==> src/rtl/sprite_blitter.sv <==
// Sprite-ROM to frame-buffer copier, one pixel per clock, with off-screen clipping.
// Define BLIT_TRANSPARENT_EN to skip pixels whose palette index equals TRANSPARENT_IDX.
module sprite_blitter #(
  parameter int unsigned DATA_W          = 4,
  parameter int unsigned SCREEN_W        = 640,
  parameter int unsigned SCREEN_H        = 480,
  parameter int unsigned TRANSPARENT_IDX = 0
) (
  input  logic              Clk,
  input  logic              Reset,
  input  logic              start,
  input  logic [18:0]       spr_base,
  input  logic [9:0]        spr_w,
  input  logic [8:0]        spr_h,
  input  logic [9:0]        dst_x,
  input  logic [8:0]        dst_y,
  output logic [18:0]       rom_addr,
  input  logic [DATA_W-1:0] rom_data,
  output logic              fb_we,
  output logic [18:0]       fb_addr,
  output logic [DATA_W-1:0] fb_data,
  output logic              busy,
  output logic              done
);

  localparam int unsigned ADDR_W = 19;
  localparam int unsigned XW     = 10;
  localparam int unsigned YW     = 9;
  localparam int unsigned PW     = 11;
  localparam int unsigned LIN_W  = 22;

`ifdef BLIT_TRANSPARENT_EN
  localparam bit TRANSP_EN = 1'b1;
`else
  localparam bit TRANSP_EN = 1'b0;
`endif

  typedef enum logic [1:0] {S_IDLE, S_READ, S_DRAIN, S_DONE} state_t;

  state_t state, next_state;

  logic [XW-1:0] w_q, x_q, col, col1;
  logic [YW-1:0] h_q, y_q, row, row1;
  logic          vld0, vld1;

  logic          accept_c, size_ok_c, last_col_c, last_row_c, last_px_c;
  logic [PW-1:0] px_c, py_c;
  logic          clip_c, transp_c;

  assign accept_c   = (state == S_IDLE) && start;
  assign size_ok_c  = (spr_w != '0) && (spr_h != '0);
  assign last_col_c = (col == w_q - XW'(1));
  assign last_row_c = (row == h_q - YW'(1));
  assign last_px_c  = last_col_c && last_row_c;

  // Screen coordinates of the pixel whose ROM data is arriving this cycle
  assign px_c     = PW'(x_q) + PW'(col1);
  assign py_c     = PW'(y_q) + PW'(row1);
  assign clip_c   = (px_c >= PW'(SCREEN_W)) || (py_c >= PW'(SCREEN_H));
  assign transp_c = TRANSP_EN && (rom_data == DATA_W'(TRANSPARENT_IDX));

  always_ff @(posedge Clk) begin
    if (Reset) state <= S_IDLE;
    else       state <= next_state;
  end

  always_comb begin
    next_state = state;
    case (state)
      S_IDLE:  if (start) next_state = size_ok_c ? S_READ : S_DRAIN;
      S_READ:  if (last_px_c) next_state = S_DRAIN;
      // Leave once both pipeline stages are empty, i.e. the last write is out
      S_DRAIN: if (!vld0 && !vld1) next_state = S_DONE;
      S_DONE:  next_state = S_IDLE;
      default: next_state = S_IDLE;
    endcase
  end

  // Address issue, tag pipeline and frame-buffer write stage
  always_ff @(posedge Clk) begin
    if (Reset) begin
      w_q      <= '0;
      h_q      <= '0;
      x_q      <= '0;
      y_q      <= '0;
      col      <= '0;
      row      <= '0;
      col1     <= '0;
      row1     <= '0;
      vld0     <= 1'b0;
      vld1     <= 1'b0;
      rom_addr <= '0;
      fb_we    <= 1'b0;
      fb_addr  <= '0;
      fb_data  <= '0;
      busy     <= 1'b0;
      done     <= 1'b0;
    end else begin
      busy  <= (next_state != S_IDLE);
      done  <= (next_state == S_DONE);
      vld1  <= vld0;
      col1  <= col;
      row1  <= row;
      fb_we <= vld1 && !clip_c && !transp_c;
      if (vld1) begin
        fb_addr <= ADDR_W'(LIN_W'(py_c) * LIN_W'(SCREEN_W) + LIN_W'(px_c));
        fb_data <= rom_data;
      end
      if (accept_c) begin
        w_q      <= spr_w;
        h_q      <= spr_h;
        x_q      <= dst_x;
        y_q      <= dst_y;
        col      <= '0;
        row      <= '0;
        rom_addr <= spr_base;
        vld0     <= size_ok_c;
      end else if (state == S_READ) begin
        if (last_px_c) begin
          vld0 <= 1'b0;
        end else begin
          rom_addr <= rom_addr + ADDR_W'(1);
          if (last_col_c) begin
            col <= '0;
            row <= row + YW'(1);
          end else begin
            col <= col + XW'(1);
          end
        end
      end
    end
  end

endmodule

==> config.mk <==
export PLATFORM = sky130hd
export DESIGN_NAME = sprite_blitter
export DESIGN_NICKNAME = d
export VERILOG_FILES = /design/src/rtl/sprite_blitter.sv
export SDC_FILE = /design/constraint.sdc
export NUM_CORES = 1
export LEC_CHECK = 0
export BUFFER_PORTS_ARGS = -buffer_cell sky130_fd_sc_hd__buf_2
export CORE_UTILIZATION = 35
export DETAILED_ROUTE_END_ITERATION = 7
export SYNTH_ARGS = -nofsm -noshare
export SYNTH_HDL_FRONTEND = slang
export SYNTH_SLANG_ARGS = --single-unit
==> constraint.sdc <==
create_clock -name Clk -period 4.55 [get_ports Clk]
set_input_delay 0.455 -clock Clk [delete_from_list [all_inputs] [get_ports Clk]]
set_output_delay 0.455 -clock Clk [all_outputs]
set_load 0.005 [all_outputs]
# Word level (Yosys, flattened, before mapping)
# Index checks and enable logic that the tools add are counted.
# op_classes
add_sub_neg	8
n_mul	1
n_div	0
magnitude_cmp	2
n_eq_ne	7
shifts	0
n_mux	12
bitwise	1
reduce_logical	20
# ops
operator	n
$mux W19	3
$add A19 B1 Y19 const B	1
$add A19 B11 Y19	1
$mul A10 B3 Y12 const B	1
$add A10 B10 Y11	1
$ge A11 B10 Y1 const B	1
$add A10 B1 Y10 const B	1
$add A9 B9 Y10	1
$eq A10 B10 Y1	1
$ge A10 B9 Y1 const B	1
$mux W10	1
$reduce_bool A10 Y1	1
$sub A10 B1 Y10 const B	1
$add A9 B1 Y9 const B	1
$eq A9 B9 Y1	1
$reduce_bool A9 Y1	1
$sub A9 B1 Y9 const B	1
$mux W2	4
$pmux W2 S4	1
$eq A2 B2 Y1 const B	3
$reduce_and A2 Y1	3
$reduce_bool A2 Y1	3
$logic_and A1 B1 Y1	5
$logic_not A1 Y1	3
8 further kinds	10
# word_totals
reg_bits	125
latchBits	0
mem_bits_rw	0
romBits	0
elab_cells	68
memories	0

# Depth between registers and ports, before layout
# Gate-level depths: netlist (run 1).
# depth
ltp_word	6
depth_mapped	19

# Worst setup path before layout (run 1)
# No wires, ideal clock.
# synth_path
path_type	reg-to-reg
startpoint	register x_q[0]
endpoint	register fb_addr[18]
setup_time_ns	0.138
t_arrival_ns	3.589
required_ns	4.412
slack_ns	0.823
path_stages_with_launch	19
path_buffers	0
synth_period_minus_slack_ns	3.727
path_cell_list	dfxtp_1 -> ha_1 -> fa_1 -> a21o_1 -> a21oi_1 -> o21bai_1 -> a21oi_1 -> o21ai_0 -> a21oi_1 -> o21bai_1 -> ha_1 -> a21oi_1 -> nor2b_1 -> o21ai_0 -> or4_1 -> o211ai_1 -> a31oi_1 -> nand3_1 -> o221ai_1
# synth_between
elab_chain_len	2
# synth_rtl
item	line_no	source
from (decl)	42	logic [XW-1:0] w_q, x_q, col, col1;
from (signal assigned)	112	x_q <= dst_x;
$add A10 B10 Y11	57	assign px_c = PW'(x_q) + PW'(col1);
$add A19 B11 Y19	106	fb_addr <= ADDR_W'(LIN_W'(py_c) * LIN_W'(SCREEN_W) + LIN_W'(px_c));
to (signal assigned)	106	
to (decl)	20	output logic [18:0] fb_addr,
# Every way passes these cells.
# A chain may end at the register's enable or synchronous reset.

# Worst setup path after layout (run 1)
# Same ends and word-level chain as after synthesis.

==> results of run 1 <==
==> worst max-delay path: stages, from the launching register on <==
cell and delay, ns:
dfxtp_1 0.31, ha_1 0.22, fa_1 0.41, a21o_1 0.19, a21oi_1 0.20, o21bai_1 0.08, a21oi_1 0.21, o21ai_0 0.17
a21oi_1 0.17, o21bai_1 0.10, ha_1 0.36, a21oi_1 0.08, nor2b_1 0.17, o21ai_0 0.18, nor4_1 0.53, a32oi_1 0.18
a31oi_1 0.24, o221ai_1 0.14
==> power by group through the flow <==
stage,Clock (uW),Sequential [uW],Combinational [uW]
5_1_grt,1440,1200,426
3_5_place_dp,0,1220,377
2_1_floorplan,0,1210,266
6_report,1350,1190,376
4_1_cts,1380,1190,379
3_3_place_gp,0,1220,373
==> metal layers <==
| metal | share of wire, % | track usage (%) | vias to the layer above |
|---|---|---|---|
| met5 | 0 | 0 | - |
| met4 | 1.3 | 5.38 | 0 |
| met3 | 5.6 | 5.26 | 8 |
| met2 | 44 | 26.8 | 123 |
| met1 | 49 | 21.5 | 2720 |
| li1 | - | - | 3110 |
==> stage by stage <==
stage	utilization (%)	setup WS, ns	instance area [um2]	total power (uW)
3_5_place_dp	39.6	0.487	7690	1590
6_report	42.7	0.450	8280	2920
4_1_cts	42.7	0.460	8280	2960
5_1_grt	42.7	0.0358	8280	3070
3_3_place_gp	39.6	0.551	7690	1590
2_1_floorplan	-	0.823	6920	1470
==> flip-flops by register name, summed over array words and instances (netlist names), 2 cells and up <==
register and count:
row1 9, col1 10, fb_data 4, rom_addr 19
w_q 10, x_q 10, col 10, y_q 9
row 9, state 2, h_q 9, fb_addr 19
==> worst max path at each step <==
| stage | end | slack, ns | depth (start not counted) |
|---|---|---|---|
| after CTS | fb_addr[17]$_SDFFE_PP0P_ | 0.46 | 16 |
| after floorplan | fb_addr[18]$_SDFFE_PP0P_ | 0.82 | 18 |
| final | fb_addr[18]$_SDFFE_PP0P_ | 0.45 | 17 |
| after detailed placement | fb_addr[18]$_SDFFE_PP0P_ | 0.49 | 18 |
| after global placement | fb_addr[18]$_SDFFE_PP0P_ | 0.55 | 18 |
| after global routing | fb_addr[18]$_SDFFE_PP0P_ | 0.04 | 17 |
==> cell type report <==
type / count / area, um2
Sequential cell: 125 / 2500
Fill cell: 1982 / 11100
Clock buffer: 20 / 457
Timing Repair Buffer: 114 / 588
Inverter: 30 / 113
Tap cell: 265 / 332
Clock inverter: 12 / 136
Multi-Input combinational cell: 632 / 4160
==> kinds of logic after synthesis <==
family | Yosys count
compound gates | 185
xor+xnor | 71
fa+ha+maj | 42
buf+inv | 69
flops | 125
mux | 23
simple gates | 311
==> cell usage in the layout (no fill, tap or decap), drive strengths merged, types with 6 or more instances in the layout <==
cell type	netlist	routed
a211oi	17	17
a21o	9	9
a21oi	70	70
a311oi	12	12
a31oi	7	7
and3	15	15
buf	7	114
clkbuf	32	20
dfxtp	125	125
ha	38	38
inv	29	32
mux2i	23	23
nand2	110	110
nand2b	9	9
nand3	12	12
nand4	8	8
nor2	70	70
nor2b	24	24
nor3	9	9
nor4	14	14
o2111ai	9	9
o211ai	13	13
o21ai	24	24
o21bai	6	6
o31ai	6	6
or3	10	10
xnor2	35	35
xor2	35	35
==> reports/qor.csv, run 1 <==
stage,metric,value,unit
run_status,status,completed,
logic_synthesis,synth_cells,826,
logic_synthesis,synthMuxAreaShare,3.33,%
logic_synthesis,async_flop_share,0,%
logic_synthesis,yosys_warnings,0,
logic_synthesis,syn_avg_cell_area,8.38,um2
final_layout,nNetsFinal,1026,
sta,whs,0.277,ns
grt,grt_overflow,0,
grt,grt_pass1_wl,27.3,mm
sta,rsz0062_at_grt,no,
logic_synthesis,synthTopCellsByArea,"dfxtp_1, ha_1, nand2_1, a21oi_1, xnor2_1",
setup_path,startpoint,x_q[0]$_SDFFE_PP0P_,
logic_synthesis,synth_seq_cells,125,
worst_hold_path,hold_class,primary input to flop,
clocking,cts_resized,0,
logic_synthesis,syn_nets,932,
power_and_ir_drop,pwr-share-seq,40.8,%
worst_hold_path,worstHoldPathCells,3,
placed_design,portBuffers,108,
setup_path,cp-start-kind,flop,
final_layout,final_cells,1198,
route,ant_nets,0,
sta,hold_viol,0,
sta,setup_violations,0,
die,die_h,143,um
clocking,clockRootBuffer,clkbuf_16,
die,die_area,20300,um2
clocking,postCtsHoldBufs,0,
setup_path,required,4.83,ns
logic_synthesis,synth_area,6920,um2
logic_synthesis,synth-simple-area-share,22.2,%
worst_hold_path,hold_start,dst_x[5],
clocking,post_cts_buffers,0,
power_and_ir_drop,ir_worst_vdd,251,uV
die,initial_core_util,35.7,%
clocking,clock_latency,0.41,ns
sta,setup_tns,0,ns
clocking,clockBufferDepth,2,
power_and_ir_drop,switchingPower,775,uW
logic_synthesis,synth.distinct_cells,58,
clocking,clock-sinks,125,
logic_synthesis,yosysTopAreaCellShare,36.1,%
power_and_ir_drop,p_leak,0.00346,uW
route,vias,5961,
placed_design,gp_congestion,0.820,
setup_path,r2r_slack,0.45,ns
sta,fmax,244,MHz
worst_hold_path,hold_end,x_q[5]$_SDFFE_PP0P_,
setup_path,r2r-end,fb_addr[18]$_SDFFE_PP0P_,
sta,finalCritPeriodShare,90.1,%
final_layout,syn_to_final_growth,19.7,%
setup_path,r2r_start,x_q[0]$_SDFFE_PP0P_,
logic_synthesis,yosys.area_share.xor_xnor,9.18,%
die,io_pins,109,
logic_synthesis,ys.flop_type,dfxtp_1,
sta,slew_headroom,35.8,%
setup_path,rr_worst_depth,17,
grt,grt_pass1_vias,5661,
route,drt_wl_total,16.5,mm
setup_path,critPathMaxFanout,4,
sta,fin_skew,0.00514,ns
power_and_ir_drop,p_int,2150,uW
power_and_ir_drop,swShare,26.5,%
logic_synthesis,synth_compound_area_share,17.3,%
logic_synthesis,synth_top_family_by_area,simple AND/OR/NAND/NOR gates,
setup_path,critPathCaptureType,flop,
die,core,19400,um2
clocking,numCtsBuffers,17,
placed_design,place_inst,1166,
clocking,h-tree-depth,4,
power_and_ir_drop,share_comb_of_total_power,12.9,%
sta,slew_violations,0,
route,wire_per_inst,13.8,um
clocking,cts_tree,done,
setup_path,critPathArrivalTime,4.38,ns
logic_synthesis,synthTopCellsByCount,"dfxtp_1, nand2_1, a21oi_1, nor2_1, ha_1",
grt,grt_max_degree,62,
grt,grt_use_total,16.8,%
power_and_ir_drop,power_density,353,nW/um2
logic_synthesis,synthAdderAreaFrac,8.02,%
logic_synthesis,synth_edf_count,0,
sta,period_needed,4.10,ns
sta,tightest_slew,0.963,ns
route,viasPerCell,4.98,
flow_run,maxCapViolations,0,
final_layout,insertedDiodeCount,0,
setup_path,critPathKind,flop to flop,
logic_synthesis,post-synth-top-area-cell,dfxtp_1,
final_layout,drive_gt1_share,17.0,%
clocking,clk_pin_slew,0.06,ns
grt,antenna_found_initial,0,
placed_design,dp_hpwl,11.9,mm
route,drc,0,
logic_synthesis,yosysMostFrequentCell,dfxtp_1,
power_and_ir_drop,clockPowerShare,46.3,%
route,drt_first_pass_iters,5,
die,row_count,51,
logic_synthesis,ys_seq_area_share,36.1,%
die,fp.dieW,143,um
route,drt_iter0_markers,237,
(Power assumes the default switching activity.)
==> run 2: changes to the inputs <==
--- a/config.mk
+++ b/config.mk
@@ -6,7 +6,7 @@
 export NUM_CORES = 1
 export LEC_CHECK = 0
 export BUFFER_PORTS_ARGS = -buffer_cell sky130_fd_sc_hd__buf_2
-export CORE_UTILIZATION = 35
+export CORE_UTILIZATION = 40
 export DETAILED_ROUTE_END_ITERATION = 7
 export SYNTH_ARGS = -nofsm -noshare
 export SYNTH_HDL_FRONTEND = slang
==> constraint.sdc (replaced) <==
create_clock -name Clk -period 4.42 [get_ports Clk]
set_input_delay 0.442 -clock Clk [delete_from_list [all_inputs] [get_ports Clk]]
set_output_delay 0.442 -clock Clk [all_outputs]
set_load 0.005 [all_outputs]
==> run 2 against run 1 <==
Against the previous run: worst setup slack worse by 0.045 ns; critical path depth is 1 higher; non-clock buffer count is 1 higher; routed wire length decreased by 1.4%.
==> reports/qor.csv, run 2 (synthesis gave the netlist of run 1 again) <==
stage,metric,value,unit
clocking,clockRootBuffer,clkbuf_16,
setup_path,cp-start-kind,flop,
die,die_area,17800,um2
sta,finalCritPeriodShare,90.8,%
setup_path,crit_buf_inv,0,
sta,fmax,249,MHz
worst_hold_path,hold_class,primary input to flop,
die,die_h,134,um
final_layout,insertedDiodeCount,0,
grt,grt_max_degree,77,
setup_path,required,4.69,ns
final_layout,layout_common_cells,"dfxtp_1, nand2_1, buf_2",
final_layout,reg_top3,"fb_addr x19, rom_addr x19",
grt,grt_pass1_vias,5641,
die,initial_core_util,41.3,%
sta,slew_violations,0,
die,fp.dieW,134,um
route,vias,5974,
run_status,status,completed,
clocking,numCtsBuffers,17,
setup_path,critPathCaptureType,flop,
route,drt_iter0_markers,278,
route,viasPerCell,5.18,
route,drc,0,
power_and_ir_drop,p_leak,0.00347,uW
placed_design,portBuffers,108,
clocking,cts_tree,done,
final_layout,fin_util,49.2,%
sta,setup_tns,0,ns
power_and_ir_drop,finalPower,3010,uW
placed_design,place_ws,0.331,ns
sta,fin_skew,0.00842,ns
die,io_pins,109,
placed_design,gp_congestion,0.814,
sta,setup_violations,0,
setup_path,critPathKind,flop to flop,
clocking,clock-sinks,125,
grt,grt_overflow,0,
clocking,h-tree-depth,4,
grt,grt_use_total,19.0,%
route,drt_first_pass_iters,4,
clocking,clk_pin_slew,0.06,ns
sta,slew_headroom,44.6,%
sta,rsz0062_at_grt,no,
final_layout,drive_gt1_share,17.3,%
final_layout,nNetsFinal,1027,
setup_path,cpMostUsedCell,a21oi_1,
placed_design,dp_hpwl,11.7,mm
die,core,16800,um2
setup_path,critPathMaxFanout,4,
sta,tightest_slew,0.831,ns
setup_path,cpPeakStageDelay,0.54,ns
power_and_ir_drop,ir_worst_vdd,274,uV
route,ant_nets,0,
power_and_ir_drop,power_density,366,nW/um2
setup_path,crit_family,compound AO/OA/AOI/OAI gates,
setup_path,crit_path_top_delay_cell,or4_1,
grt,antenna_found_initial,1,
grt,grt_pass1_wl,27.2,mm
setup_path,cp_cell_sequence,"ha_1, fa_1, a21o_1, a21oi_2, o21bai_1, a21oi_1, o21ai_0, a21oi_1, o21bai_1, ha_1, a21oi_1, nor2b_1, o21ai_1, or4_1, o211ai_1, a31oi_1, nand3_1, o221ai_1",
final_layout,layout_commonest_cell,dfxtp_1,
route,wire_per_inst,14.1,um
sta,period_needed,4.02,ns
route,drt_wl_total,16.3,mm
die,row_count,47,
clocking,clockBufferDepth,2,
clocking,clock_latency,0.42,ns
sta,whs,0.255,ns
final_layout,syn_to_final_growth,19.0,%
setup_path,critPathArrivalTime,4.28,ns
flow_run,maxCapViolations,0,
sta,hold_viol,0,
clocking,postCtsHoldBufs,0,
sta,setup_slack,0.405,ns
[run 2: worst reg2reg max path: stages (launching register included)]
cell,delay [ns]
dfxtp_1,0.31
ha_1,0.22
fa_1,0.41
a21o_1,0.21
a21oi_2,0.16
o21bai_1,0.08
a21oi_1,0.20
o21ai_0,0.18
a21oi_1,0.17
o21bai_1,0.10
ha_1,0.37
a21oi_1,0.08
nor2b_1,0.18
o21ai_1,0.14
or4_1,0.55
o211ai_1,0.17
a31oi_1,0.12
nand3_1,0.10
o221ai_1,0.10
[run 2: worst paths after layout]
kind	start	slack, ns	cells past startpoint	to
max	x_q[0]$_SDFFE_PP0P_	0.40	18	fb_addr[18]$_SDFFE_PP0P_
min	dst_x[4]	0.25	3	x_q[4]$_SDFFE_PP0P_
max reg2reg	x_q[0]$_SDFFE_PP0P_	0.40	18	fb_addr[18]$_SDFFE_PP0P_
min reg2reg	y_q[5]$_SDFFE_PP0P_	0.46	2	y_q[5]$_SDFFE_PP0P_
[run 2: what timing repair did]
action                                  4_1_cts  5_1_grt
resized for setup                             0        2
endpoints found under the setup margin        0        1
buffers inserted                              0        0
[run 2: per-stage QoR]
| step | cell area [um2] | instances |
|---|---|---|
| after floorplan | 6920 | 826 |
| after global routing | 8240 | 1153 |
| after detailed placement | 7640 | 1122 |
| after CTS | 8230 | 1153 |
| after global placement | 7640 | 1122 |
| final | 8240 | 1153 |
[run 2: report_power, final]
group          switching [uW]  internal [uW]  total [uW]
combinational             217            170         387
sequential               49.6           1180        1230
clock                     535            862        1400
total                     801           2210        3010
[run 2: layout make-up]
class	instances	area (um2)
inverter	30	113
timing repair buffer	115	596
multi-input combinational	632	4160
fill	1660	8520
clock buffer	19	453
tap	220	275
clock inverter	12	139
sequential	125	2500
[run 2: per-layer routing]
layer	global-route usage (%)	routed length, um	vias to the layer above
li1	-	-	3121
met4	5.87	169	2
met5	0	10	-
met3	5.06	750	16
met2	30.4	7330	123
met1	24.9	8010	2712
==> run 3: changes to the inputs <==
--- a/config.mk
+++ b/config.mk
@@ -6,8 +6,9 @@
 export NUM_CORES = 1
 export LEC_CHECK = 0
 export BUFFER_PORTS_ARGS = -buffer_cell sky130_fd_sc_hd__buf_2
-export CORE_UTILIZATION = 40
+export CORE_UTILIZATION = 30
 export DETAILED_ROUTE_END_ITERATION = 7
+export RECOVER_POWER = 25
 export SYNTH_ARGS = -nofsm -noshare
 export SYNTH_HDL_FRONTEND = slang
 export SYNTH_SLANG_ARGS = --single-unit
==> run 3 against run 2 <==
Against the previous run: sequential cell count stayed put; sequential power about the same; hold slack gained 0.0066 ns; routed wire length rose by 4.8%; clock power grew 8%; utilization decreased by 12 points; critical path type unchanged; total power grew 4.0%; maximum frequency shrank 2.1%; count of clock-buffer cells in the layout rose by 1; the run now ends with max-capacitance violations, max-slew violations left; design area is 1.4% higher.
==> reports/qor.csv, run 3 (synthesis gave the netlist of run 1 again) <==
stage,metric,value,unit
sta,rsz0062_at_grt,no,
final_layout,final_cells,1219,
power_and_ir_drop,share_comb_of_total_power,12.4,%
placed_design,dp_hpwl,12.3,mm
clocking,clock-sinks,125,
grt,grt_pass1_vias,5623,
sta,setup_tns,0,ns
clocking,clockBufferDepth,2,
run_status,status,"complete, but fails checks",
power_and_ir_drop,pwr-share-seq,39.2,%
setup_path,critPathKind,flop to flop,
die,die_area,23700,um2
placed_design,gp_congestion,0.779,
route,drt_wl_total,17.1,mm
power_and_ir_drop,ir_worst_vdd,183,uV
grt,grt_pass1_wl,28.5,mm
setup_path,critPathCaptureType,flop,
sta,fin_skew,0.00775,ns
grt,antenna_found_initial,2,
sta,slew_violations,33,
placed_design,place_inst,1186,
run_status,violations,"max-capacitance violations, max-slew violations",
sta,setup_violations,0,
power_and_ir_drop,power_density,375,nW/um2
sta,hold_viol,0,
power_and_ir_drop,clockPowerShare,48.3,%
clocking,clockRootBuffer,clkbuf_16,
die,row_count,55,
route,drt_first_pass_iters,4,
flow_run,maxCapViolations,1,
route,wire_per_inst,14.0,um
final_layout,multi_input_area,4170,um2
placed_design,portBuffers,108,
die,io_pins,109,
setup_path,required,4.70,ns
clocking,cts_tree,done,
power_and_ir_drop,p_int,2330,uW
die,core,22600,um2
sta,slew_headroom,-25.7,%
power_and_ir_drop,p_leak,0.00342,uW
final_layout,syn_to_final_growth,20.6,%
route,drt_iter0_markers,344,
route,viasPerCell,4.96,
final_layout,nNetsFinal,1026,
route,vias,6046,
power_and_ir_drop,switchingPower,807,uW
sta,fmax,244,MHz
worst_hold_path,hold_class,primary input to flop,
clocking,clock_latency,0.42,ns
final_layout,fillers,2330,
setup_path,critPathArrivalTime,4.38,ns
clocking,clk_pin_slew,0.06,ns
grt,grt_use_total,14.9,%
die,fp.dieW,154,um
die,die_h,154,um
die,initial_core_util,30.6,%
power_and_ir_drop,swShare,25.8,%
grt,grt_max_degree,60,
route,drc,0,
route,ant_nets,0,
grt,grt_overflow,0,
final_layout,layout_commonest_cell,dfxtp_1,
clocking,h-tree-depth,4,
setup_path,critPathMaxFanout,4,
sta,finalCritPeriodShare,92.8,%
sta,tightest_slew,1.88,ns
clocking,postCtsHoldBufs,0,
final_layout,reg_top3,"fb_addr x19, rom_addr x19",
final_layout,layout_common_cells,"dfxtp_1, nand2_1, buf_2",
clocking,numCtsBuffers,17,
setup_path,cp-start-kind,flop,
final_layout,seqCellArea,2500,um2
sta,period_needed,4.10,ns
final_layout,drive_gt1_share,15.5,%
==> run 3: cell types whose count changed in the layout (fill, tap and decap cells not counted), sizes merged <==
| cell | before | now |
|---|---|---|
| buf | 115 | 98 |
| clkbuf | 19 | 36 |
| bufinv | 2 | 4 |
| inv | 31 | 29 |
| clkinv | 8 | 7 |
| clkinvlp | 1 | 2 |
| diode | 0 | 1 |
==> run 3: metal layers <==
metal / up-vias / wire (um) / GRT usage [%]
met1: 2770 / 8490 / 19.5
met2: 138 / 7370 / 23.1
met4: 4 / 178 / 4.71
li1: 3114 / - / -
met5: - / 22 / 0
met3: 20 / 994 / 4.71
==> run 3: timing repair <==
action	4_1_cts	5_1_grt
setup buffers	0	0
resized for setup	0	2
endpoints found under the setup margin	0	1
==> run 3: layout make-up <==
class	instances	share of cell area [%]
Inverter	30	1.35
Timing Repair Buffer	114	6.77
Clock inverter	12	2.25
Clock buffer	20	5.47
Sequential cell	125	30.0
Antenna cell	1	0.0300
Tap cell	285	4.27
Multi-Input combinational cell	632	49.9
==> run 3: power groups by stage <==
stage	clock network [uW]	logic [uW]	registers [uW]
floorplan	0	274	1240
finish	1510	390	1230
global route	1600	439	1240
global placement	0	386	1250
detailed placement	0	390	1250
CTS	1550	393	1230
==> run 3: worst max-delay path, cell delays in order (launching register included) <==
cell and delay, ns:
dfxtp_1 0.31, ha_1 0.23, fa_1 0.42, a21o_1 0.21
a21oi_2 0.16, o21bai_1 0.08, a21oi_1 0.21, o21ai_0 0.18
a21oi_1 0.17, o21bai_1 0.09, ha_1 0.36, a21oi_1 0.09
nor2b_1 0.18, o21ai_0 0.18, or4_1 0.56, o211ai_1 0.19
a31oi_1 0.13, nand3_1 0.10, o221ai_1 0.11
==> run 3: path summary, 6_finish.rpt <==
path / start / end / slack, ns / depth (start not counted)
hold / removal: rom_data[1] / fb_data[1]$_SDFFE_PP0P_ / 0.26 / 3
setup reg to reg: x_q[0]$_SDFFE_PP0P_ / fb_addr[18]$_SDFFE_PP0P_ / 0.32 / 18
hold reg to reg: x_q[0]$_SDFFE_PP0P_ / x_q[0]$_SDFFE_PP0P_ / 0.46 / 2
setup / recovery: x_q[0]$_SDFFE_PP0P_ / fb_addr[18]$_SDFFE_PP0P_ / 0.32 / 18
==> run 3: stage by stage <==
| stage | utilization, % | total power [uW] | setup WS (ns) | hold WS [ns] | instance area [um2] |
|---|---|---|---|---|---|
| 2_1_floorplan | - | 1520 | 0.693 | 0.441 | 6920 |
| 3_3_place_gp | 34.1 | 1640 | 0.411 | 0.453 | 7720 |
| 3_5_place_dp | 34.1 | 1640 | 0.286 | 0.458 | 7720 |
| 4_1_cts | 36.9 | 3170 | 0.257 | 0.248 | 8360 |
| 5_1_grt | 36.9 | 3280 | 0.00307 | 0.260 | 8350 |
| 6_report | 36.9 | 3130 | 0.319 | 0.262 | 8350 |
